File: src/rtl/adau_spi_slave_if.sv
// rtl/adau_spi_slave_if.sv - pin and fabric-side signal bundle for adau_spi_slave
//
// Purpose: groups the three control-port pins together with the parallel
// word handshake, decoded fields and status pulses.
// Modports:
//   slave  - the receiver: pins and ready in; word, fields and status out
//   master - the driver/consumer side: the mirror image of slave
interface adau_spi_slave_if;
  logic        cclk;
  logic        cdata;
  logic        clatch_n;
  logic [31:0] data_out;
  logic        valid;
  logic        ready;
  logic [6:0]  chip_addr;
  logic        rw;
  logic [15:0] sub_addr;
  logic [7:0]  wr_data;
  logic        busy;
  logic        frame_err;
  logic        overflow;

  modport slave (
    input  cclk, cdata, clatch_n, ready,
    output data_out, valid, chip_addr, rw, sub_addr, wr_data,
           busy, frame_err, overflow
  );

  modport master (
    output cclk, cdata, clatch_n, ready,
    input  data_out, valid, chip_addr, rw, sub_addr, wr_data,
           busy, frame_err, overflow
  );
endinterface

File: src/rtl/adau_spi_slave.sv
// rtl/adau_spi_slave.sv - codec control-port SPI receiver with valid/ready output
//
// Purpose: synchronises cclk/cdata/clatch_n, shifts 32-bit MSB-first frames
// on cclk rises inside a clatch_n low window, and hands good frames to the
// fabric through a single-entry valid/ready register.
// Ports:
//   clk   - system clock
//   reset - synchronous, active-high
//   bus   - adau_spi_slave_if.slave: pins, word/handshake, fields, status
module adau_spi_slave #(
  parameter int SYNC_STAGES = 2
) (
  input  logic              clk,
  input  logic              reset,
  adau_spi_slave_if.slave   bus
);

  typedef enum logic {IDLE, SHIFT} state_t;

  logic [SYNC_STAGES-1:0] cclk_sync_q;
  logic [SYNC_STAGES-1:0] cdata_sync_q;
  logic [SYNC_STAGES-1:0] clatch_sync_q;
  logic                   cclk_prev_q;
  logic                   clatch_prev_q;

  logic cclk_s, cdata_s, clatch_s;
  logic cclk_rise, clatch_fall, clatch_rise;

  state_t      state_q, state_d;
  logic [31:0] shreg_q, shreg_d;
  logic [5:0]  bitcnt_q, bitcnt_d;
  logic [31:0] data_q, data_d;
  logic        valid_q, valid_d;
  logic        ferr_q, ferr_d;
  logic        ovf_q, ovf_d;
  logic        good;

  // Synchronisers reset to the pins' idle levels so an idle release is edge-free.
  // cdata has no previous flop: only its level is ever used, and its equal
  // depth keeps it aligned with cclk.
  always_ff @(posedge clk) begin
    if (reset) begin
      cclk_sync_q   <= '1;
      cdata_sync_q  <= '0;
      clatch_sync_q <= '1;
      cclk_prev_q   <= 1'b1;
      clatch_prev_q <= 1'b1;
    end else begin
      cclk_sync_q   <= {cclk_sync_q[SYNC_STAGES-2:0], bus.cclk};
      cdata_sync_q  <= {cdata_sync_q[SYNC_STAGES-2:0], bus.cdata};
      clatch_sync_q <= {clatch_sync_q[SYNC_STAGES-2:0], bus.clatch_n};
      cclk_prev_q   <= cclk_sync_q[SYNC_STAGES-1];
      clatch_prev_q <= clatch_sync_q[SYNC_STAGES-1];
    end
  end

  assign cclk_s      = cclk_sync_q[SYNC_STAGES-1];
  assign cdata_s     = cdata_sync_q[SYNC_STAGES-1];
  assign clatch_s    = clatch_sync_q[SYNC_STAGES-1];
  assign cclk_rise   = cclk_s & ~cclk_prev_q;
  assign clatch_fall = ~clatch_s & clatch_prev_q;
  assign clatch_rise = clatch_s & ~clatch_prev_q;

  always_ff @(posedge clk) begin
    if (reset) begin
      state_q  <= IDLE;
      shreg_q  <= '0;
      bitcnt_q <= '0;
      data_q   <= '0;
      valid_q  <= 1'b0;
      ferr_q   <= 1'b0;
      ovf_q    <= 1'b0;
    end else begin
      state_q  <= state_d;
      shreg_q  <= shreg_d;
      bitcnt_q <= bitcnt_d;
      data_q   <= data_d;
      valid_q  <= valid_d;
      ferr_q   <= ferr_d;
      ovf_q    <= ovf_d;
    end
  end

  always_comb begin
    state_d  = state_q;
    shreg_d  = shreg_q;
    bitcnt_d = bitcnt_q;
    data_d   = data_q;
    valid_d  = valid_q;
    ferr_d   = 1'b0;
    ovf_d    = 1'b0;
    good     = 1'b0;

    case (state_q)
      IDLE: begin
        if (clatch_fall) begin
          shreg_d  = '0;
          bitcnt_d = '0;
          state_d  = SHIFT;
        end
      end
      SHIFT: begin
        if (cclk_rise) begin
          shreg_d = {shreg_q[30:0], cdata_s};
          // Saturating at 33 keeps any overlong frame distinguishable from 32.
          if (bitcnt_q != 6'd33) begin
            bitcnt_d = bitcnt_q + 6'd1;
          end
        end
        // Evaluated on the updated count so a final rise coincident with the
        // latch rise still counts toward the frame.
        if (clatch_rise) begin
          state_d = IDLE;
          if (bitcnt_d == 6'd32) begin
            good = 1'b1;
          end else begin
            ferr_d = 1'b1;
          end
        end
      end
      default: state_d = IDLE;
    endcase

    // A consume in the same cycle frees the slot for the incoming word.
    if (good) begin
      if (!valid_q || bus.ready) begin
        data_d  = shreg_d;
        valid_d = 1'b1;
      end else begin
        ovf_d = 1'b1;
      end
    end else if (valid_q && bus.ready) begin
      valid_d = 1'b0;
    end
  end

  assign bus.data_out  = data_q;
  assign bus.valid     = valid_q;
  assign bus.chip_addr = data_q[31:25];
  assign bus.rw        = data_q[24];
  assign bus.sub_addr  = data_q[23:8];
  assign bus.wr_data   = data_q[7:0];
  assign bus.busy      = (state_q == SHIFT);
  assign bus.frame_err = ferr_q;
  assign bus.overflow  = ovf_q;

endmodule
File: src/flat_wrapper.sv
// flat-port wrapper written by rule: the top's interface ports become plain ports
module adau_spi_slave_flat 
#(
  parameter int SYNC_STAGES = 2
)
  (clk, reset, bus_cclk, bus_cdata, bus_clatch_n, bus_ready, bus_data_out, bus_valid, bus_chip_addr, bus_rw, bus_sub_addr, bus_wr_data, bus_busy, bus_frame_err, bus_overflow);
  adau_spi_slave_if bus_i ();
  input  logic clk;
  input  logic reset;
  input wire logic [$bits(bus_i.cclk)-1:0] bus_cclk;
  input wire logic [$bits(bus_i.cdata)-1:0] bus_cdata;
  input wire logic [$bits(bus_i.clatch_n)-1:0] bus_clatch_n;
  input wire logic [$bits(bus_i.ready)-1:0] bus_ready;
  output wire logic [$bits(bus_i.data_out)-1:0] bus_data_out;
  output wire logic [$bits(bus_i.valid)-1:0] bus_valid;
  output wire logic [$bits(bus_i.chip_addr)-1:0] bus_chip_addr;
  output wire logic [$bits(bus_i.rw)-1:0] bus_rw;
  output wire logic [$bits(bus_i.sub_addr)-1:0] bus_sub_addr;
  output wire logic [$bits(bus_i.wr_data)-1:0] bus_wr_data;
  output wire logic [$bits(bus_i.busy)-1:0] bus_busy;
  output wire logic [$bits(bus_i.frame_err)-1:0] bus_frame_err;
  output wire logic [$bits(bus_i.overflow)-1:0] bus_overflow;
  assign bus_i.cclk = bus_cclk;
  assign bus_i.cdata = bus_cdata;
  assign bus_i.clatch_n = bus_clatch_n;
  assign bus_i.ready = bus_ready;
  assign bus_data_out = bus_i.data_out;
  assign bus_valid = bus_i.valid;
  assign bus_chip_addr = bus_i.chip_addr;
  assign bus_rw = bus_i.rw;
  assign bus_sub_addr = bus_i.sub_addr;
  assign bus_wr_data = bus_i.wr_data;
  assign bus_busy = bus_i.busy;
  assign bus_frame_err = bus_i.frame_err;
  assign bus_overflow = bus_i.overflow;
  adau_spi_slave #(.SYNC_STAGES(SYNC_STAGES)) u_core (.clk(clk), .reset(reset), .bus(bus_i));
endmodule
File: config.mk
export PLATFORM = sky130hd
export DESIGN_NAME = adau_spi_slave_flat
export DESIGN_NICKNAME = d
export VERILOG_FILES = /design/src/rtl/adau_spi_slave_if.sv /design/src/rtl/adau_spi_slave.sv /design/src/flat_wrapper.sv
export SDC_FILE = /design/constraint.sdc
export NUM_CORES = 1
export LEC_CHECK = 0
export BUFFER_PORTS_ARGS = -buffer_cell sky130_fd_sc_hd__buf_2
export CAP_MARGIN = 20
export CORE_MARGIN = 2
export CORE_UTILIZATION = 40
export CTS_CLUSTER_DIAMETER = 150
export DETAILED_ROUTE_END_ITERATION = 10
export SYNTH_ARGS = -nofsm -noshare
export SYNTH_HDL_FRONTEND = slang
export SYNTH_SLANG_ARGS = --single-unit
File: constraint.sdc
create_clock -name clk -period 1.9 [get_ports clk]
set_clock_uncertainty 0.15 [all_clocks]
set_input_delay 0.38 -clock clk [delete_from_list [all_inputs] [get_ports clk]]
set_output_delay 0.38 -clock clk [all_outputs]
set_load 0.01 [all_outputs]
==> results of run 1 <==
[timing repair]
action                     in CTS  in global routing
setup endpoints to repair      32                 66
resized for setup               2                  4
gates cloned                    0                  1
pin swaps                       0                  3
buffers inserted                0                  1
[state kept, by name, summed over array words and instances, names as in the netlist]
signal and count:
u_core.bus.frame_err 1, u_core.cclk_sync_q 2, u_core.shreg_q 32, u_core.bitcnt_q 6, u_core.cdata_sync_q 2, u_core.clatch_prev_q 1, u_core.bus.busy 1, u_core.cclk_prev_q 1
u_core.bus.data_out 32, u_core.clatch_sync_q 2, u_core.bus.valid 1, u_core.bus.overflow 1
[layer usage]
| metal | part of all wire [%] | wire (um) |
|---|---|---|
| met3 | 3.9 | 268 |
| met5 | 0 | 0 |
| met1 | 48 | 3230 |
| met4 | 1.6 | 108 |
| met2 | 47 | 3180 |
[per-stage QoR]
step	std cells	power [mW]	hold WS, ns	worst slack (ns)	cell area [um2]
2_1_floorplan	334	1.82	0.239	-0.158	3520
3_3_place_gp	486	1.86	0.247	-0.200	3900
3_5_place_dp	486	1.86	0.255	-0.218	3900
4_1_cts	501	3.26	0.0547	-0.222	4130
5_1_grt	503	3.34	0.0503	-0.276	4170
6_report	503	3.22	0.0647	-0.184	4170
[kinds of logic after synthesis]
family / Yosys count
buffers and inverters: 55
AOI/OAI and AO/OA: 58
and+or+nand+nor: 104
adders and majority gates: 2
muxes: 33
DFF: 82
[cell type report]
cell class              instances  area [um2]  area share (%)
clock buffers                  13         159            3.81
clock inverters                 2        60.1            1.44
inverters                       3        11.3           0.270
multi-input cells             198        1560            37.3
flip-flops and latches         82        1650            39.6
well taps                     108         135            3.24
repair buffers                 97         596            14.3
[final timing paths]
| check | from | endpoint | cells past startpoint |
|---|---|---|---|
| max | u_core.bitcnt_q[1]$_SDFFE_PP0P_ | u_core.bus.data_out[18]$_SDFFE_PP0P_ | 8 |
| min | bus_cclk | u_core.cclk_sync_q[0]$_SDFF_PP1_ | 2 |
| max reg2reg | u_core.bitcnt_q[1]$_SDFFE_PP0P_ | u_core.bus.data_out[18]$_SDFFE_PP0P_ | 8 |
| min reg2reg | u_core.cclk_sync_q[0]$_SDFF_PP1_ | u_core.cclk_sync_q[1]$_SDFF_PP1_ | 1 |
[synth_stat cells (all sizes together) (3+ instances only)]
master | count | area share, %
dfxtp | 82 | 47
buf | 40 | 8.6
nor2 | 36 | 3.9
nor2b | 34 | 6.1
a22oi | 33 | 7.1
mux2 | 33 | 14
clkbuf | 12 | 1.3
a21oi | 10 | 1.4
or2 | 7 | 1.3
nand2 | 5 | 0.54
o21ai | 5 | 0.72
nand2b | 4 | 0.72
inv | 3 | 0.32
nor3 | 3 | 0.43
[critical path: cells and delay by family, from the launching register on]
family                   cells  cell delay (ns)
flip-flops                   1             0.36
multiplexers                 1             0.30
AND/OR/NAND/NOR              2             0.35
AO/OA/AOI/OAI                2             0.38
adder cells (fa/ha/maj)      1             0.13
buffers and inverters        2             0.28
[power by group]
part,internal [mW],total (mW),switching [mW]
combinational,0.0381,0.101,0.0626
clock,0.807,1.39,0.587
sequential,1.72,1.73,0.00522
==> run_results.csv, run 1 <==
group,metric,value,unit
synthesis,synth_seq_area_share,47.1,%
clock_tree,cts_sinks,82,
clock_tree,cts_max_path_buffers,2,
timing,rsz0062_at_grt,"yes",
synthesis,synthesis.instances,334,
layout,fin_util,48.5,%
synthesis,synth_top_family_by_area,"simple AND/OR/NAND/NOR gates",
power_and_ir_drop,power_density,773,mW/mm2
synthesis,ys_ff_latch,82,
grt,grt_first_pass_wirelength,10800,um
layout,antenna_cells,0,
timing,finalSetupViolCount,32,
placement,io_buffers,73,
timing,hold_viol,0,
placement,post-dp-hpwl,4350,um
critical_path,path_class,"flip-flop to flip-flop",
layout,num-nets-final,399,
critical_path,slowest_delay,0.36,ns
routing,drcViolationCount,0,
synthesis,synth_xor_area_share,0,%
floorplan,rows,34,
grt,first_global_vias,2271,
critical_path,required,1.99,ns
synthesis,muxShareOfSynthArea,13.9,%
synthesis,synth_fp_nets,342,
synthesis,synth_fa_ha_area_share,0.718,%
outcome,violations,"negative setup slack",
layout,drive_gt1_share,41.8,%
synthesis,synthArstFlopShare,0,%
run,cap_violations,0,
grt,met2_usage,22.0,%
critical_path,rrSetupSlack,-0.18,ns
placement,finalWeightedCongestion,0.809,
synthesis,synth_compound_area_share,11.7,%
routing,viasPerCell,4.84,
worst_hold_path,hold_class,"primary input to flip-flop",
timing,fmax,480,MHz
layout,final_common_cell,"dfxtp_1",
timing,worstMarginPinSlew,0.520,ns
synthesis,ys_warn_count,0,
layout,area_delta_synth_final,19.6,%
power_and_ir_drop,ir_drop,0.429,mV
routing,drtIter0Drc,62,
floorplan,initial_core_util,40.6,%
clock_tree,htree_levels,3,
critical_path,endpoint_kind,"flip-flop",
synthesis,synth_edf_count,0,
clock_tree,clkLatencyLatePin,0.35,ns
timing,fin_ws,-0.184,ns
grt,gr-total-overflow,0,
timing,final-max-slew-violation-count,0,
timing,min_period,2.08,ns
grt,grt_start_max_net_pins,34,
floorplan,coreArea,0.00859,mm2
timing,setup_tns,-5.61,ns
clock_tree,tritoncts,"done",
routing,ant_nets,0,
clock_tree,root_buffer,"clkbuf_8",
synthesis,ys_types,39,
synthesis,synth_area,0.00349,mm2
clock_tree,path_clk_slew,0.08,ns
grt,gr-usage-met3,3.74,%
layout,final_cell_mix,"dfxtp_1, buf_2, nor2_1",
routing,dr_total_vias,2436,
routing,routed_wl,6790,um
critical_path,path_max_fanout,16,
floorplan,die_y,97.4,um
timing,fin_crit_sh,110,%
grt,antenna_found_initial,0,
routing,first_pass_iters,4,
floorplan,io_pins,74,
critical_path,slowest_stage,"dfxtp_4",
routing,wire_per_inst,13.5,um
power_and_ir_drop,p_leak,1.91,nW
critical_path,worstSetupStartpointType,"flip-flop",
outcome,outcome,"finished with violations",
clock_tree,cts_buffers,9,
floorplan,die_w,97.4,um
synthesis,syn_avg_cell_area,10.4,um2
synthesis,yosys_most_used_dff,"dfxtp_1",
floorplan,die-area,0.00948,mm2
clock_tree,hold_buffers,0,
critical_path,path_cells,"inv_2 > ha_4 > nor4b_2 > a22oi_1 > a211oi_2 > nand3_2 > buf_12 > mux2_4",
synthesis,synthSimpleGateAreaFrac,16.4,%
critical_path,arrival,2.17,ns
layout,n_fill_cell,796,
grt,grt_busiest_layer,"met2",
grt,track_usage,13.9,%
grt,use_met1,18.4,%
timing,maxSlewHeadroom,65.3,%
(Power assumes the default switching activity.)
==> run 2: changes to the inputs <==
- SKIP_LAST_GASP: unset -> 1
==> run 2 against run 1 <==
The flow still finishes with violations (negative setup slack). Clock power hardly changed. Combinational power hardly changed. First-iteration DRC count is 23% higher. Cell count is 0.60% higher. Die area stayed put. Non-clock buffer count is 3 higher. Worst setup slack worse by 0.075 ns. Critical path type unchanged.
==> run_results.csv, run 2 (synthesis results as in run 1) <==
group,metric,value,unit
floorplan,die_w,97.4,um
critical_path,r2r_end,"u_core.bus.data_out[12]$_SDFFE_PP0P_",
critical_path,slowest_stage,"dfxtp_4",
routing,drcViolationCount,0,
worst_hold_path,whs_path_depth,2,
clock_tree,htree_levels,3,
placement,post-dp-hpwl,4350,um
critical_path,r2r_cells,7,
clock_tree,path_clk_slew,0.08,ns
routing,dr_total_vias,2470,
timing,min_period,2.16,ns
power_and_ir_drop,totalPowerFinal,3.22,mW
power_and_ir_drop,power_density,759,mW/mm2
clock_tree,hold_buffers,0,
layout,n_fill_cell,794,
layout,area_delta_synth_final,21.8,%
routing,wire_per_inst,13.8,um
floorplan,die_y,97.4,um
timing,fin_ws,-0.259,ns
placement,finalWeightedCongestion,0.809,
placement,place_area,0.00390,mm2
worst_hold_path,hold_start,"bus_cclk",
layout,antenna_cells,0,
critical_path,path_cells,"buf_4 > nor4b_4 > a22oi_2 > a211oi_2 > nand3_4 > clkbuf_16 > mux2_4",
timing,finalSetupViolCount,32,
layout,final_area,0.00425,mm2
critical_path,cp_num_buf_inv,2,
floorplan,coreArea,0.00859,mm2
floorplan,initial_core_util,40.6,%
timing,hold_viol,0,
layout,drive_gt1_share,42.2,%
floorplan,io_pins,74,
worst_hold_path,hold_class,"primary input to flip-flop",
grt,first_global_vias,2260,
layout,seqCellArea,0.00165,mm2
layout,num-nets-final,402,
floorplan,rows,34,
placement,io_buffers,73,
critical_path,slowest_delay,0.37,ns
critical_path,endpoint_kind,"flip-flop",
timing,rsz0062_at_grt,"yes",
outcome,outcome,"finished with violations",
floorplan,die-area,0.00948,mm2
run,cap_violations,0,
timing,whs,0.0651,ns
critical_path,path_max_fanout,8,
layout,multi_input_area,0.00157,mm2
clock_tree,tritoncts,"done",
placement,post-place-ws,-0.218,ns
critical_path,worstSetupStartpointType,"flip-flop",
clock_tree,root_buffer,"clkbuf_8",
routing,first_pass_iters,4,
power_and_ir_drop,ir_drop,0.516,mV
critical_path,rrSetupSlack,-0.26,ns
timing,fmax,463,MHz
routing,viasPerCell,4.88,
layout,final_common_cell,"dfxtp_1",
clock_tree,cts_buffers,9,
clock_tree,clkLatencyLatePin,0.35,ns
clock_tree,cts_sinks,82,
critical_path,arrival,2.25,ns
critical_path,path_class,"flip-flop to flip-flop",
critical_path,crit_family,"simple AND/OR/NAND/NOR gates",
grt,antenna_found_initial,0,
grt,track_usage,13.9,%
routing,ant_nets,0,
timing,final-max-slew-violation-count,0,
routing,drtIter0Drc,76,
layout,final_cell_mix,"dfxtp_1, buf_2, nor2_1",
worst_hold_path,whs_endpoint,"u_core.cclk_sync_q[0]$_SDFF_PP1_",
critical_path,r2r_start,"u_core.bitcnt_q[1]$_SDFFE_PP0P_",
critical_path,critical_path.startpoint,"u_core.bitcnt_q[1]$_SDFFE_PP0P_",
grt,grt_start_max_net_pins,34,
timing,setup_tns,-7.66,ns
layout,fin_util,49.4,%
critical_path,required,1.99,ns
grt,gr-total-overflow,0,
layout,fin_cells,506,
timing,worstMarginPinSlew,0.514,ns
timing,maxSlewHeadroom,65.2,%
timing,fin_crit_sh,114,%
clock_tree,cts_max_path_buffers,2,
grt,grt_first_pass_wirelength,10800,um
power_and_ir_drop,p_leak,1.94,nW
routing,routed_wl,7010,um
placement,placed_cells,486,
outcome,violations,"negative setup slack",
[run 2: worst max path at each step]
stage | to | cells past startpoint | slack, ns
finish | u_core.bus.data_out[12]$_SDFFE_PP0P_ | 7 | -0.26
global route | u_core.bus.data_out[13]$_SDFFE_PP0P_ | 7 | -0.36
CTS | u_core.bus.data_out[0]$_SDFFE_PP0P_ | 6 | -0.23
detailed placement | u_core.bus.data_out[0]$_SDFFE_PP0P_ | 6 | -0.22
global placement | u_core.bus.data_out[0]$_SDFFE_PP0P_ | 6 | -0.20
floorplan | u_core.bus.data_out[10]$_SDFFE_PP0P_ | 8 | -0.16
[run 2: final cells by class]
cell class / count / area share (%)
flip-flops and latches: 82 / 38.9
multi-input cells: 198 / 37.1
repair buffers: 100 / 15.4
clock buffers: 13 / 3.74
well taps: 108 / 3.18
clock inverters: 2 / 1.41
inverters: 3 / 0.324
[run 2: report_power, final]
part	total (mW)	switching, mW	internal, mW
clock	1.39	0.588	0.807
sequential	1.73	0.00539	1.72
combinational	0.102	0.0633	0.0386
total	3.22	0.656	2.57
[run 2: layer usage]
metal / part of all wire (%) / GRT usage [%]
met5: 0 / 0
met1: 47 / 18.5
met2: 47 / 21.8
met3: 4.1 / 3.74
met4: 1.5 / 5.13
[run 2: timing repair]
action                     in CTS  in global routing
gates resized for setup         0                 10
pin swaps                       0                  4
cloned                          0                  3
setup endpoints to repair      32                 66
setup buffers                   0                  2
hold endpoints to repair        0                  0
==> run 3: changes to the inputs <==
- CORE_UTILIZATION: 40 -> 49
- PLACE_DENSITY: unset -> 0.76
==> run 3 against run 2 <==
The run still ends with negative setup slack left. Non-clock buffer count is 5 higher. Critical endpoint is now u_core.bus.data_out[21]$_SDFFE_PP0P_. Sequential power hardly changed. Largest power group unchanged. Via count is 2.1% higher.
==> run_results.csv, run 3 (synthesis results as in run 1) <==
group,metric,value,unit
outcome,outcome,"finished with violations",
outcome,violations,"negative setup slack",
power_and_ir_drop,seqPwrFrac,58.2,%
timing,worstMarginPinSlew,0.549,ns
critical_path,path_max_fanout,15,
layout,final_cell_mix,"dfxtp_1, buf_2, nor2_1",
critical_path,arrival,2.22,ns
routing,ant_nets,0,
routing,first_pass_iters,4,
timing,finalSetupViolCount,32,
floorplan,io_pins,74,
clock_tree,hold_buffers,0,
floorplan,coreArea,0.00683,mm2
grt,antenna_found_initial,0,
power_and_ir_drop,totalPowerFinal,2.97,mW
worst_hold_path,hold_class,"primary input to flip-flop",
routing,wire_per_inst,13.4,um
layout,multi_input_area,0.00159,mm2
layout,seqCellArea,0.00165,mm2
layout,final_area,0.00420,mm2
routing,routed_wl,6690,um
power_and_ir_drop,ir_drop,0.433,mV
routing,dr_total_vias,2521,
power_and_ir_drop,comb_power_share,3.5,%
layout,num-nets-final,407,
critical_path,endpoint_kind,"flip-flop",
clock_tree,cts_sinks,82,
layout,area_delta_synth_final,20.6,%
power_and_ir_drop,p_clk_share,38.3,%
clock_tree,cts_buffers,9,
placement,finalWeightedCongestion,0.832,
grt,track_usage,17.3,%
floorplan,die_y,88.3,um
clock_tree,htree_levels,3,
power_and_ir_drop,netSwitchingFraction,23.1,%
timing,fin_ws,-0.239,ns
timing,hold_viol,0,
grt,grt_busiest_layer,"met2",
clock_tree,path_clk_slew,0.08,ns
routing,drcViolationCount,0,
critical_path,required,1.99,ns
clock_tree,clkLatencyLatePin,0.35,ns
placement,place_area,0.00391,mm2
routing,drtIter0Drc,88,
worst_hold_path,whs_path_depth,2,
layout,antenna_cells,0,
floorplan,die-area,0.00780,mm2
timing,whs,0.0702,ns
worst_hold_path,hold_start,"bus_clatch_n",
timing,rsz0062_at_grt,"yes",
grt,use_met1,22.6,%
critical_path,r2r_start,"u_core.bitcnt_q[1]$_SDFFE_PP0P_",
placement,placed_cells,478,
grt,first_global_vias,2295,
timing,final-max-slew-violation-count,0,
grt,met2_usage,27.0,%
power_and_ir_drop,p_leak,1.93,nW
critical_path,r2r_cells,8,
clock_tree,cts_max_path_buffers,2,
layout,n_fill_cell,582,
grt,gr-total-overflow,0,
timing,fmax,468,MHz
floorplan,initial_core_util,51.0,%
timing,maxSlewHeadroom,63.4,%
layout,drive_gt1_share,44.1,%
floorplan,die_w,88.3,um
grt,gr-usage-met3,4.20,%
critical_path,rrSetupSlack,-0.24,ns
placement,io_buffers,73,
routing,viasPerCell,5.04,
layout,fin_cells,500,
layout,final_common_cell,"dfxtp_1",
placement,post-dp-hpwl,4320,um
critical_path,worstSetupStartpointType,"flip-flop",
power_and_ir_drop,internal_power,2.28,mW
clock_tree,root_buffer,"clkbuf_8",
critical_path,path_class,"flip-flop to flip-flop",
power_and_ir_drop,power_density,706,mW/mm2
power_and_ir_drop,switchingPower,0.686,mW
floorplan,rows,30,
worst_hold_path,whs_endpoint,"u_core.clatch_sync_q[0]$_SDFF_PP1_",
timing,fin_crit_sh,113,%
run,cap_violations,0,
timing,min_period,2.14,ns
clock_tree,tritoncts,"done",
grt,grt_first_pass_wirelength,10500,um
grt,grt_start_max_net_pins,39,
critical_path,r2r_end,"u_core.bus.data_out[21]$_SDFFE_PP0P_",
==> run 3: power by group through the flow <==
stage	clock (mW)	combinational [mW]	sequential [mW]
2_1_floorplan	0	0.0532	1.77
3_3_place_gp	0	0.0935	1.77
3_5_place_dp	0	0.0956	1.77
4_1_cts	1.16	0.0977	1.73
5_1_grt	1.23	0.113	1.73
6_report	1.13	0.105	1.73
==> run 3: final cells by class <==
class	count	share of cell area, %
Clock buffer	11	3.36
Clock inverter	5	0.923
Inverter	3	0.327
Multi-Input combinational cell	198	37.8
Sequential cell	82	39.3
Tap cell	96	2.86
Timing Repair Buffer	105	15.4
==> run 3: worst max-delay path, cell delays in order, from the launching register on <==
cell	delay [ns]
dfxtp_4	0.37
inv_4	0.06
ha_4	0.12
nor4b_4	0.19
a22oi_2	0.09
a211oi_2	0.30
nand3_2	0.22
buf_12	0.22
mux2_4	0.30
==> run 3: how the worst max path moves through the flow <==
stage          slack [ns]                            start                                    to
6_report            -0.24  u_core.bitcnt_q[1]$_SDFFE_PP0P_  u_core.bus.data_out[21]$_SDFFE_PP0P_
5_1_grt             -0.33  u_core.bitcnt_q[1]$_SDFFE_PP0P_  u_core.bus.data_out[22]$_SDFFE_PP0P_
4_1_cts             -0.21  u_core.bitcnt_q[1]$_SDFFE_PP0P_   u_core.bus.data_out[2]$_SDFFE_PP0P_
3_5_place_dp        -0.27  u_core.bitcnt_q[1]$_SDFFE_PP0P_   u_core.bus.data_out[8]$_SDFFE_PP0P_
3_3_place_gp        -0.25  u_core.bitcnt_q[1]$_SDFFE_PP0P_  u_core.bus.data_out[14]$_SDFFE_PP0P_
2_1_floorplan       -0.16  u_core.bitcnt_q[1]$_SDFFE_PP0P_  u_core.bus.data_out[10]$_SDFFE_PP0P_
==> run 3: what timing repair did <==
item                       in CTS  in global routing
buffers inserted                3                  3
resized for setup               9                  6
pin swaps                       2                  4
setup endpoints to repair      32                 66
gates cloned                    0                  1
==> run 3: layer usage <==
layer  vias up  wire [um]
met3        11        283
met5         -          0
met4         0        119
met2        70       3130
li1       1254          -
met1      1186       3160
==> run 3: per-stage QoR <==
| stage | setup TNS [ns] | setup slack (ns) | utilization, % |
|---|---|---|---|
| floorplan | -4.79 | -0.158 | - |
| global placement | -7.63 | -0.253 | 57.2 |
| detailed placement | -7.86 | -0.267 | 57.2 |
| CTS | -6.19 | -0.211 | 60.6 |
| global route | -10.02 | -0.331 | 61.5 |
| finish | -7.13 | -0.239 | 61.5 |
